[src/rtl/int_addtree_pipe_if.sv]
// Stream interface of the integer reduction tree: operand beats in, reduced results out.
interface int_addtree_pipe_if #(
    parameter int unsigned DATA_W = 32,
    parameter int unsigned NUM_IN = 8,
    parameter int unsigned OUT_W  = 32
);
    logic [NUM_IN*DATA_W-1:0] in_data;
    logic                     in_valid;
    logic                     in_last;
    logic                     in_ready;
    logic                     acc_mode;
    logic [OUT_W-1:0]         out_data;
    logic                     out_valid;
    logic                     out_ready;
    logic                     out_ovf;

    modport slave (
        input  in_data, in_valid, in_last, acc_mode, out_ready,
        output in_ready, out_data, out_valid, out_ovf
    );

    modport master (
        output in_data, in_valid, in_last, acc_mode, out_ready,
        input  in_ready, out_data, out_valid, out_ovf
    );
endinterface

[src/rtl/int_addtree_pipe.sv]
// Fully pipelined signed reduction tree: input register, log2(NUM_IN) adder levels,
// then an accumulate/narrow register. One global advance enable stalls every stage.
module int_addtree_pipe #(
    parameter int unsigned DATA_W = 32,
    parameter int unsigned NUM_IN = 8,
    parameter int unsigned OUT_W  = 32,
    parameter int unsigned SAT    = 0
) (
    input  logic              clk,
    input  logic              rst_n,
    int_addtree_pipe_if.slave bus
);
    localparam int unsigned L     = $clog2(NUM_IN);
    localparam int unsigned SUM_W = DATA_W + L;
    localparam int unsigned ACC_W = DATA_W + L + 16;
    localparam int unsigned TOP_W = ACC_W - OUT_W + 1;

    localparam logic [OUT_W-1:0] OUT_MAX = {1'b0, {(OUT_W-1){1'b1}}};
    localparam logic [OUT_W-1:0] OUT_MIN = {1'b1, {(OUT_W-1){1'b0}}};

    logic                     adv;
    logic [L:0]               vld_q;
    logic [L:0]               last_q;
    logic [L:0]               mode_q;
    logic [NUM_IN*DATA_W-1:0] in_q;

    logic [SUM_W-1:0] tree_sum;
    logic [ACC_W-1:0] total;
    logic [TOP_W-1:0] total_top;
    logic             fits;

    logic [ACC_W-1:0] acc_q, acc_d;
    logic [OUT_W-1:0] out_data_q, out_data_d;
    logic             out_valid_q, out_valid_d;
    logic             out_ovf_q, out_ovf_d;

    assign adv           = !out_valid_q || bus.out_ready;
    assign bus.in_ready  = adv && rst_n;
    assign bus.out_data  = out_data_q;
    assign bus.out_valid = out_valid_q;
    assign bus.out_ovf   = out_ovf_q;

    // Stage valids; bit 0 is the input register, bit j is adder level j.
    always_ff @(posedge clk) begin
        if (!rst_n) begin
            vld_q <= '0;
        end else if (adv) begin
            vld_q <= {vld_q[L-1:0], bus.in_valid};
        end
    end

    // Sideband and operands travel with the beat; they are only qualified by vld_q.
    always_ff @(posedge clk) begin
        if (adv) begin
            last_q <= {last_q[L-1:0], bus.in_last};
            mode_q <= {mode_q[L-1:0], bus.acc_mode};
            in_q   <= bus.in_data;
        end
    end

    // Level j pairs the DATA_W+j-1 bit terms of the level above into DATA_W+j bit sums.
    for (genvar j = 1; j <= L; j++) begin : g_lvl
        localparam int unsigned N  = NUM_IN >> j;
        localparam int unsigned W  = DATA_W + j;
        localparam int unsigned WP = W - 1;

        logic [2*N*WP-1:0] src;
        logic [N*W-1:0]    sum_d;
        logic [N*W-1:0]    sum_q;

        if (j == 1) begin : g_src_in
            assign src = in_q;
        end else begin : g_src_lvl
            assign src = g_lvl[j-1].sum_q;
        end

        always_comb begin
            sum_d = '0;
            for (int unsigned k = 0; k < N; k++) begin
                sum_d[k*W +: W] = W'($signed(src[2*k*WP +: WP]))
                                + W'($signed(src[(2*k+1)*WP +: WP]));
            end
        end

        always_ff @(posedge clk) begin
            if (adv) begin
                sum_q <= sum_d;
            end
        end
    end

    assign tree_sum = g_lvl[L].sum_q;

    // Exact result at accumulator width; the running total only joins in frame mode.
    always_comb begin
        total = ACC_W'($signed(tree_sum));
        if (mode_q[L]) begin
            total = total + acc_q;
        end
    end

    assign total_top = total[ACC_W-1:OUT_W-1];
    assign fits      = (&total_top) || !(|total_top);

    always_comb begin
        acc_d       = acc_q;
        out_valid_d = out_valid_q;
        out_data_d  = out_data_q;
        out_ovf_d   = out_ovf_q;
        if (adv) begin
            out_valid_d = 1'b0;
            if (vld_q[L]) begin
                if (mode_q[L] && !last_q[L]) begin
                    acc_d = total;
                end else begin
                    out_valid_d = 1'b1;
                    out_ovf_d   = !fits;
                    if (fits || (SAT == 0)) begin
                        out_data_d = total[OUT_W-1:0];
                    end else begin
                        out_data_d = total[ACC_W-1] ? OUT_MIN : OUT_MAX;
                    end
                end
                // Any last beat closes the frame, so a corrupted frame cannot leak forward.
                if (last_q[L]) begin
                    acc_d = '0;
                end
            end
        end
    end

    always_ff @(posedge clk) begin
        if (!rst_n) begin
            acc_q       <= '0;
            out_valid_q <= 1'b0;
            out_data_q  <= '0;
            out_ovf_q   <= 1'b0;
        end else begin
            acc_q       <= acc_d;
            out_valid_q <= out_valid_d;
            out_data_q  <= out_data_d;
            out_ovf_q   <= out_ovf_d;
        end
    end

endmodule

[src/flat_wrapper.sv]
// flat-port wrapper written by rule: the top's interface ports become plain ports
module int_addtree_pipe_flat 
#(
    parameter int unsigned DATA_W = 32,
    parameter int unsigned NUM_IN = 8,
    parameter int unsigned OUT_W  = 32,
    parameter int unsigned SAT    = 0
)
  (clk, rst_n, bus_in_data, bus_in_valid, bus_in_last, bus_acc_mode, bus_out_ready, bus_in_ready, bus_out_data, bus_out_valid, bus_out_ovf);
  int_addtree_pipe_if #(.DATA_W(DATA_W), .NUM_IN(NUM_IN), .OUT_W(OUT_W)) bus_i ();
  input  logic clk;
  input  logic rst_n;
  input wire logic [$bits(bus_i.in_data)-1:0] bus_in_data;
  input wire logic [$bits(bus_i.in_valid)-1:0] bus_in_valid;
  input wire logic [$bits(bus_i.in_last)-1:0] bus_in_last;
  input wire logic [$bits(bus_i.acc_mode)-1:0] bus_acc_mode;
  input wire logic [$bits(bus_i.out_ready)-1:0] bus_out_ready;
  output wire logic [$bits(bus_i.in_ready)-1:0] bus_in_ready;
  output wire logic [$bits(bus_i.out_data)-1:0] bus_out_data;
  output wire logic [$bits(bus_i.out_valid)-1:0] bus_out_valid;
  output wire logic [$bits(bus_i.out_ovf)-1:0] bus_out_ovf;
  assign bus_i.in_data = bus_in_data;
  assign bus_i.in_valid = bus_in_valid;
  assign bus_i.in_last = bus_in_last;
  assign bus_i.acc_mode = bus_acc_mode;
  assign bus_i.out_ready = bus_out_ready;
  assign bus_in_ready = bus_i.in_ready;
  assign bus_out_data = bus_i.out_data;
  assign bus_out_valid = bus_i.out_valid;
  assign bus_out_ovf = bus_i.out_ovf;
  int_addtree_pipe #(.DATA_W(DATA_W), .NUM_IN(NUM_IN), .OUT_W(OUT_W), .SAT(SAT)) u_core (.clk(clk), .rst_n(rst_n), .bus(bus_i));
endmodule
[config.mk]
export PLATFORM = sky130hd
export DESIGN_NAME = int_addtree_pipe_flat
export DESIGN_NICKNAME = d
export VERILOG_FILES = /design/src/rtl/int_addtree_pipe_if.sv /design/src/rtl/int_addtree_pipe.sv /design/src/flat_wrapper.sv
export SDC_FILE = /design/constraint.sdc
export NUM_CORES = 1
export LEC_CHECK = 0
export BUFFER_PORTS_ARGS = -buffer_cell sky130_fd_sc_hd__buf_2
export CAP_MARGIN = 30
export CORE_AREA = 4 4 282 284
export CTS_BUF_LIST = sky130_fd_sc_hd__clkbuf_2 sky130_fd_sc_hd__clkbuf_4 sky130_fd_sc_hd__clkbuf_8
export CTS_CLUSTER_DIAMETER = 30
export CTS_CLUSTER_SIZE = 28
export DETAILED_ROUTE_END_ITERATION = 8
export DIE_AREA = 0 0 286 288
export GPL_TIMING_DRIVEN = 0
export HOLD_SLACK_MARGIN = 0.1
export SLEW_MARGIN = 5
export SYNTH_ARGS = -nofsm -noshare
export SYNTH_HDL_FRONTEND = slang
export SYNTH_SLANG_ARGS = --single-unit
[constraint.sdc]
create_clock -name clk -period 29.3 [get_ports clk]
set_clock_uncertainty 0.15 [all_clocks]
set_input_delay 4.395 -clock clk [delete_from_list [all_inputs] [get_ports clk]]
set_output_delay 4.395 -clock clk [all_outputs]
set_load 0.05 [all_outputs]
-- After elaboration in Yosys (flattened, before gate mapping)
Index checks and enable logic that the tools add are counted.
- add/subtract/negate cells: 8
- multipliers: 0
- div/mod/pow operators: 0
- $lt $le $gt $ge: 0
- equal/unequal tests: 0
- shift-type cells: 0
- muxes and demuxes: 5
- bitwise logic cells: 1
- reduce and logical (&&, ||, !) cells: 13
- operators with widths (kind ; count):
    2-to-1 mux 51 bit ; 3
    adder 32 x 32 -> 33 bit ; 4
    adder 33 x 33 -> 34 bit ; 2
    adder 51 bit ; 1
    adder 34 x 34 -> 35 bit ; 1
    AND reduction 20 bit ; 1
    OR reduction 20 bit ; 1
    AND reduction 3 bit ; 2
    logical NOT 1 bit ; 4
    logical AND 1 bit ; 2
    logical OR 1 bit ; 2
    2-to-1 mux 1 bit ; 2
    nonzero test 2 bit ; 1
    NOT 1 bit ; 1
- bits in registers: 588
- latch bits: 0
- RAM bits: 0
- memory bits (read-only): 0
- bits of input ports: 262
- output and inout bits: 35
- memories kept: 0

-- Depth between registers and ports, before layout
- depth after elaboration: 6
- mapped depth: 16
- gate-level depth less buffers: 16

-- Worst setup path before layout
No wires, ideal clock.
- path type: input -> output
- from: in bus_out_ready
- to: out bus_in_ready
- data arrival time: 19.683 ns
- path slack: 5.072 ns
- stages on the path: 3
- buffers on the path: 1
- cells stage by stage: nand2b_1 clkbuf_1 and2_1
- cells in the longest elaborated chain, start to end: 2
- RTL lines (what ; line ; text):
    start, declared ; flat_wrapper.sv:17 ; input wire logic [$bits(bus_i.out_ready)-1:0] bus_out_ready;
    logical OR 1 bit ; int_addtree_pipe.sv:37 ; assign adv = !out_valid_q || bus.out_ready;
    named net u_core.adv ; int_addtree_pipe.sv:21 ; logic adv;
    logical AND 1 bit ; int_addtree_pipe.sv:38 ; assign bus.in_ready = adv && rst_n;
    end, declared ; flat_wrapper.sv:18 ; output wire logic [$bits(bus_i.in_ready)-1:0] bus_in_ready;
The timed path passes the listed nets, and every way through them passes these cells.

-- Worst setup path after layout
- from: in rst_n
- to: out bus_in_ready
- cells in the longest elaborated chain, start to end: 1
- RTL lines (what ; line ; text):
    start, declared ; flat_wrapper.sv:12 ; input logic rst_n;
    logical AND 1 bit ; int_addtree_pipe.sv:38 ;
No other way between the ends.

==> summary.txt <==
Yosys
  • Post-synth EDFFs: 499
  • Post-synthesis async set-or-reset flop share: 0%
  • Area of the mapped netlist: 32200 sq um
  • Syn avg cell area: 11.4 sq um
  • Synthesized Nets: 3369
  • Sequential fraction of the synthesis area: 52.1%
  • Synth Flop Type: edfxtp_1
  • Synth Instances: 2821
  • Ys Warns: 0
  • Synth Register Bits: 588
  • Yosys cell types: 83

Detailed routing
  • DR DRC count: 0
  • Total Wirelength: 78100 um
  • WL per Instance: 17.6 um
  • Remaining antenna violation count: 0
  • DRT met1 WL: 33500 um
  • Routed wl met2: 38700 um
  • Iter 0 DRT Violations: 1157
  • Vias: 23400
  • Drt pass-1 iters: 5
  • WL met3: 3540 um
  • Vias per inst: 5.26
  • Top layer used by detailed routing: met4

CTS
  • Post-CTS Setup Bufs: 0
  • Clock transition at path regs: 0.05 ns
  • Number of buffers created by CTS: 146
  • Post-CTS sizing: 0
  • Root Driver: clkbuf_8
  • Clock buffer depth: 3
  • Maximum level of the CTS H-tree: 4
  • Clock latency on the worst-skew pair: 0.78 ns
  • Total clock sinks: 588
  • TritonCTS clock tree: yes
  • Post-CTS Hold Buffers: 0

Global route
  • Vias in the first global route: 23900
  • First-pass GRT wire length: 123000 um
  • Largest net degree at the start of global routing: 73
  • Grt ovf: 0
  • Total track usage: 18.7%
  • Initial antenna violation count: 5

Hold path
  • Hold Crit Depth: 0
  • Min-delay src: u_core.last_q[1]$_DFFE_PN_
  • Hold Crit Class: reg -> reg
  • Hold Path Sink: u_core.last_q[2]$_DFFE_PN_

Critical path
  • Setup CP Type: in -> out
  • Worst EP required: 24.76 ns
  • Reg2Reg Setup Slack: 24.52 ns
  • Worst Setup Start Kind: input pin
  • WP data arrival: 5.94 ns
  • Reg2Reg Launch Point: u_core.g_lvl[1].src[0]$_DFFE_PN_
  • Endpoint class of the critical path: primary output
  • End of the worst register-to-register path: u_core.g_lvl[1].sum_q[32]$_DFFE_PN_
  • Reg2Reg Depth: 16
  • Crit path max fanout: 10

Die
  • # rows: 102
  • Num ports: 297
  • DIE AREA: 82400 sq um
  • Die width: 286 um
  • Initial core utilization: 41.7%
  • Core footprint: 77100 sq um
  • Die height: 288 um

Status
  • Status: complete, no violations

Finish
  • Fin cells: 4437
  • Final Core Density: 50.1%
  • Fillers: 6976
  • Final nets: 3821
  • Area growth, synth to finish: 20.0%
  • Layout cell share with drive strength beyond 1: 17.6%

STA
  • Final setup margin: 18.81 ns
  • Max-slew headroom: 34.9%
  • Post-route minimum period: 10.49 ns
  • TNS Setup: 0 ns
  • Final Cycle Share: 35.8%
  • Final Max Slew Viols: 0
  • Setup violators final: 0
  • RSZ-0062 raised after global routing: false
  • Hold Vio Cnt, Final: 0
  • Slew @ Worst Pin: 0.977 ns
  • Achievable Freq: 0.0954 GHz

Placed design
  • Pre-CTS setup slack: 18.78 ns
  • Dpl cells: 4164
  • # port buffers: 295
  • Placer Congestion: 0.892
  • HPWL Detailed: 60100 um

Power and ir drop
  • PD cells: 86.8 nW/um^2
  • Peak VDD IR: 0.0420 mV
  • Leakage power: 16.6 nW

Flow run
  • Max Cap Violations: 0
-- how the worst max path moves through the flow --
stage,end,slack [ns],from
floorplan,bus_in_ready,5.07,bus_out_ready
finish,bus_in_ready,18.81,rst_n
CTS,bus_in_ready,18.79,rst_n
global placement,bus_in_ready,0.09,bus_out_ready
global route,bus_in_ready,18.76,rst_n
detailed placement,bus_in_ready,18.78,rst_n
-- Yosys cell counts (42+ instances only) --
master / number / area share, %
ha_1: 278 / 11
xnor2_1: 176 / 4.8
o21ai_0: 159 / 2.5
o21bai_1: 42 / 0.98
clkbuf_1: 51 / 0.59
and2_1: 45 / 0.87
edfxtp_1: 499 / 47
nor2b_1: 62 / 1.2
nor3_1: 45 / 0.70
nor2_1: 174 / 2.0
a21oi_1: 232 / 3.6
nand2_1: 187 / 2.2
xor2_1: 49 / 1.3
inv_1: 105 / 1.2
nand3_1: 55 / 0.86
a21o_1: 104 / 2.4
dfxtp_1: 89 / 5.5
nand2b_1: 47 / 0.91
-- where the power goes --
| part | total (mW) | internal (mW) | leakage [nW] | switching, mW |
|---|---|---|---|---|
| logic | 1.03 | 0.444 | 8.82 | 0.590 |
| registers | 1.18 | 1.11 | 6.00 | 0.0688 |
| clock network | 1.14 | 0.713 | 1.74 | 0.422 |
| total | 3.35 | 2.27 | 16.6 | 1.08 |
-- cell families (layout without fill, tap and decap cells) --
| kind of cell | after synthesis | in the layout | synth area share (%) |
|---|---|---|---|
| multiplexers | 36 | 36 | 1.14 |
| flip-flops | 588 | 588 | 52.1 |
| buffers and inverters | 167 | 738 | 1.98 |
| adder cells (fa/ha/maj) | 286 | 286 | 11.3 |
| AND/OR/NAND/NOR | 716 | 716 | 10.9 |
| XOR/XNOR | 225 | 225 | 6.12 |
| AO/OA/AOI/OAI | 803 | 803 | 16.4 |
| other | 0 | 5 | 0 |
-- routing by layer --
layer / vias to the layer above / GRT usage, %
li1: 11500 / -
met1: 11100 / 22.6
met2: 563 / 33.0
met3: 168 / 3.60
met4: 0 / 7.34
met5: - / 0
-- critical path, stage by stage --
cell	delay, ns
clkbuf_1	0.54
clkbuf_1	0.49
and2_1	0.24
buf_2	0.27
-- flip-flops by register name, summed over array words and instances, names as in the netlist --
name and flops:
u_core.bus.out_ovf 1, u_core.g_lvl.src 256, u_core.vld_q 4, u_core.acc_q 51, u_core.bus.out_data 32, u_core.mode_q 4
u_core.g_lvl.sum_q 235, u_core.bus.out_valid 1, u_core.last_q 4
-- area by class of cell --
cell class	count	area, sq um	area share [%]
Antenna cell	5	12.5	0.0324
Buffer	61	241	0.625
Clock buffer	174	2270	5.88
Clock inverter	93	1150	2.99
Inverter	106	398	1.03
Multi-Input combinational cell	2066	14800	38.3
Sequential cell	588	16800	43.4
Tap cell	1040	1300	3.37
Timing Repair Buffer	304	1700	4.41
-- stage by stage --
step	hold slack (ns)	total power, mW	area (sq um)
floorplan	0.250	1.97	32200
global placement	0.260	2.21	35000
detailed placement	0.255	2.23	35200
CTS	0.275	3.39	38600
global route	0.284	3.58	38600
finish	0.271	3.35	38600
-- cells in the final DEF, fill, tap and decap left out, types with 12 or more instances in the layout --
cell type | synthesis | routed
o211ai_1 | 13 | 13
ha_1 | 278 | 278
bufinv_16 | 0 | 21
clkinv_1 | 1 | 17
a211oi_1 | 20 | 20
o21a_1 | 36 | 36
clkbuf_8 | 0 | 154
nor2_1 | 174 | 174
a31oi_1 | 26 | 26
buf_2 | 6 | 301
nor3_1 | 45 | 45
clkinvlp_4 | 0 | 12
xnor2_1 | 176 | 176
and3_1 | 25 | 25
nand2_1 | 187 | 187
edfxtp_1 | 499 | 499
clkbuf_1 | 51 | 50
clkinv_2 | 0 | 26
a21boi_0 | 24 | 24
mux2i_1 | 31 | 31
nand3_1 | 55 | 55
or3_1 | 14 | 14
a21o_1 | 104 | 104
o21bai_1 | 42 | 42
nand4_1 | 26 | 26
a22oi_1 | 16 | 16
nor2b_1 | 62 | 62
and2_1 | 45 | 45
dfxtp_1 | 89 | 89
xor2_1 | 49 | 49
nand2b_1 | 47 | 47
clkbuf_4 | 0 | 21
o21ai_0 | 159 | 159
inv_1 | 105 | 105
o211a_1 | 32 | 32
a21oi_1 | 232 | 232
(Power assumes the default switching activity.)
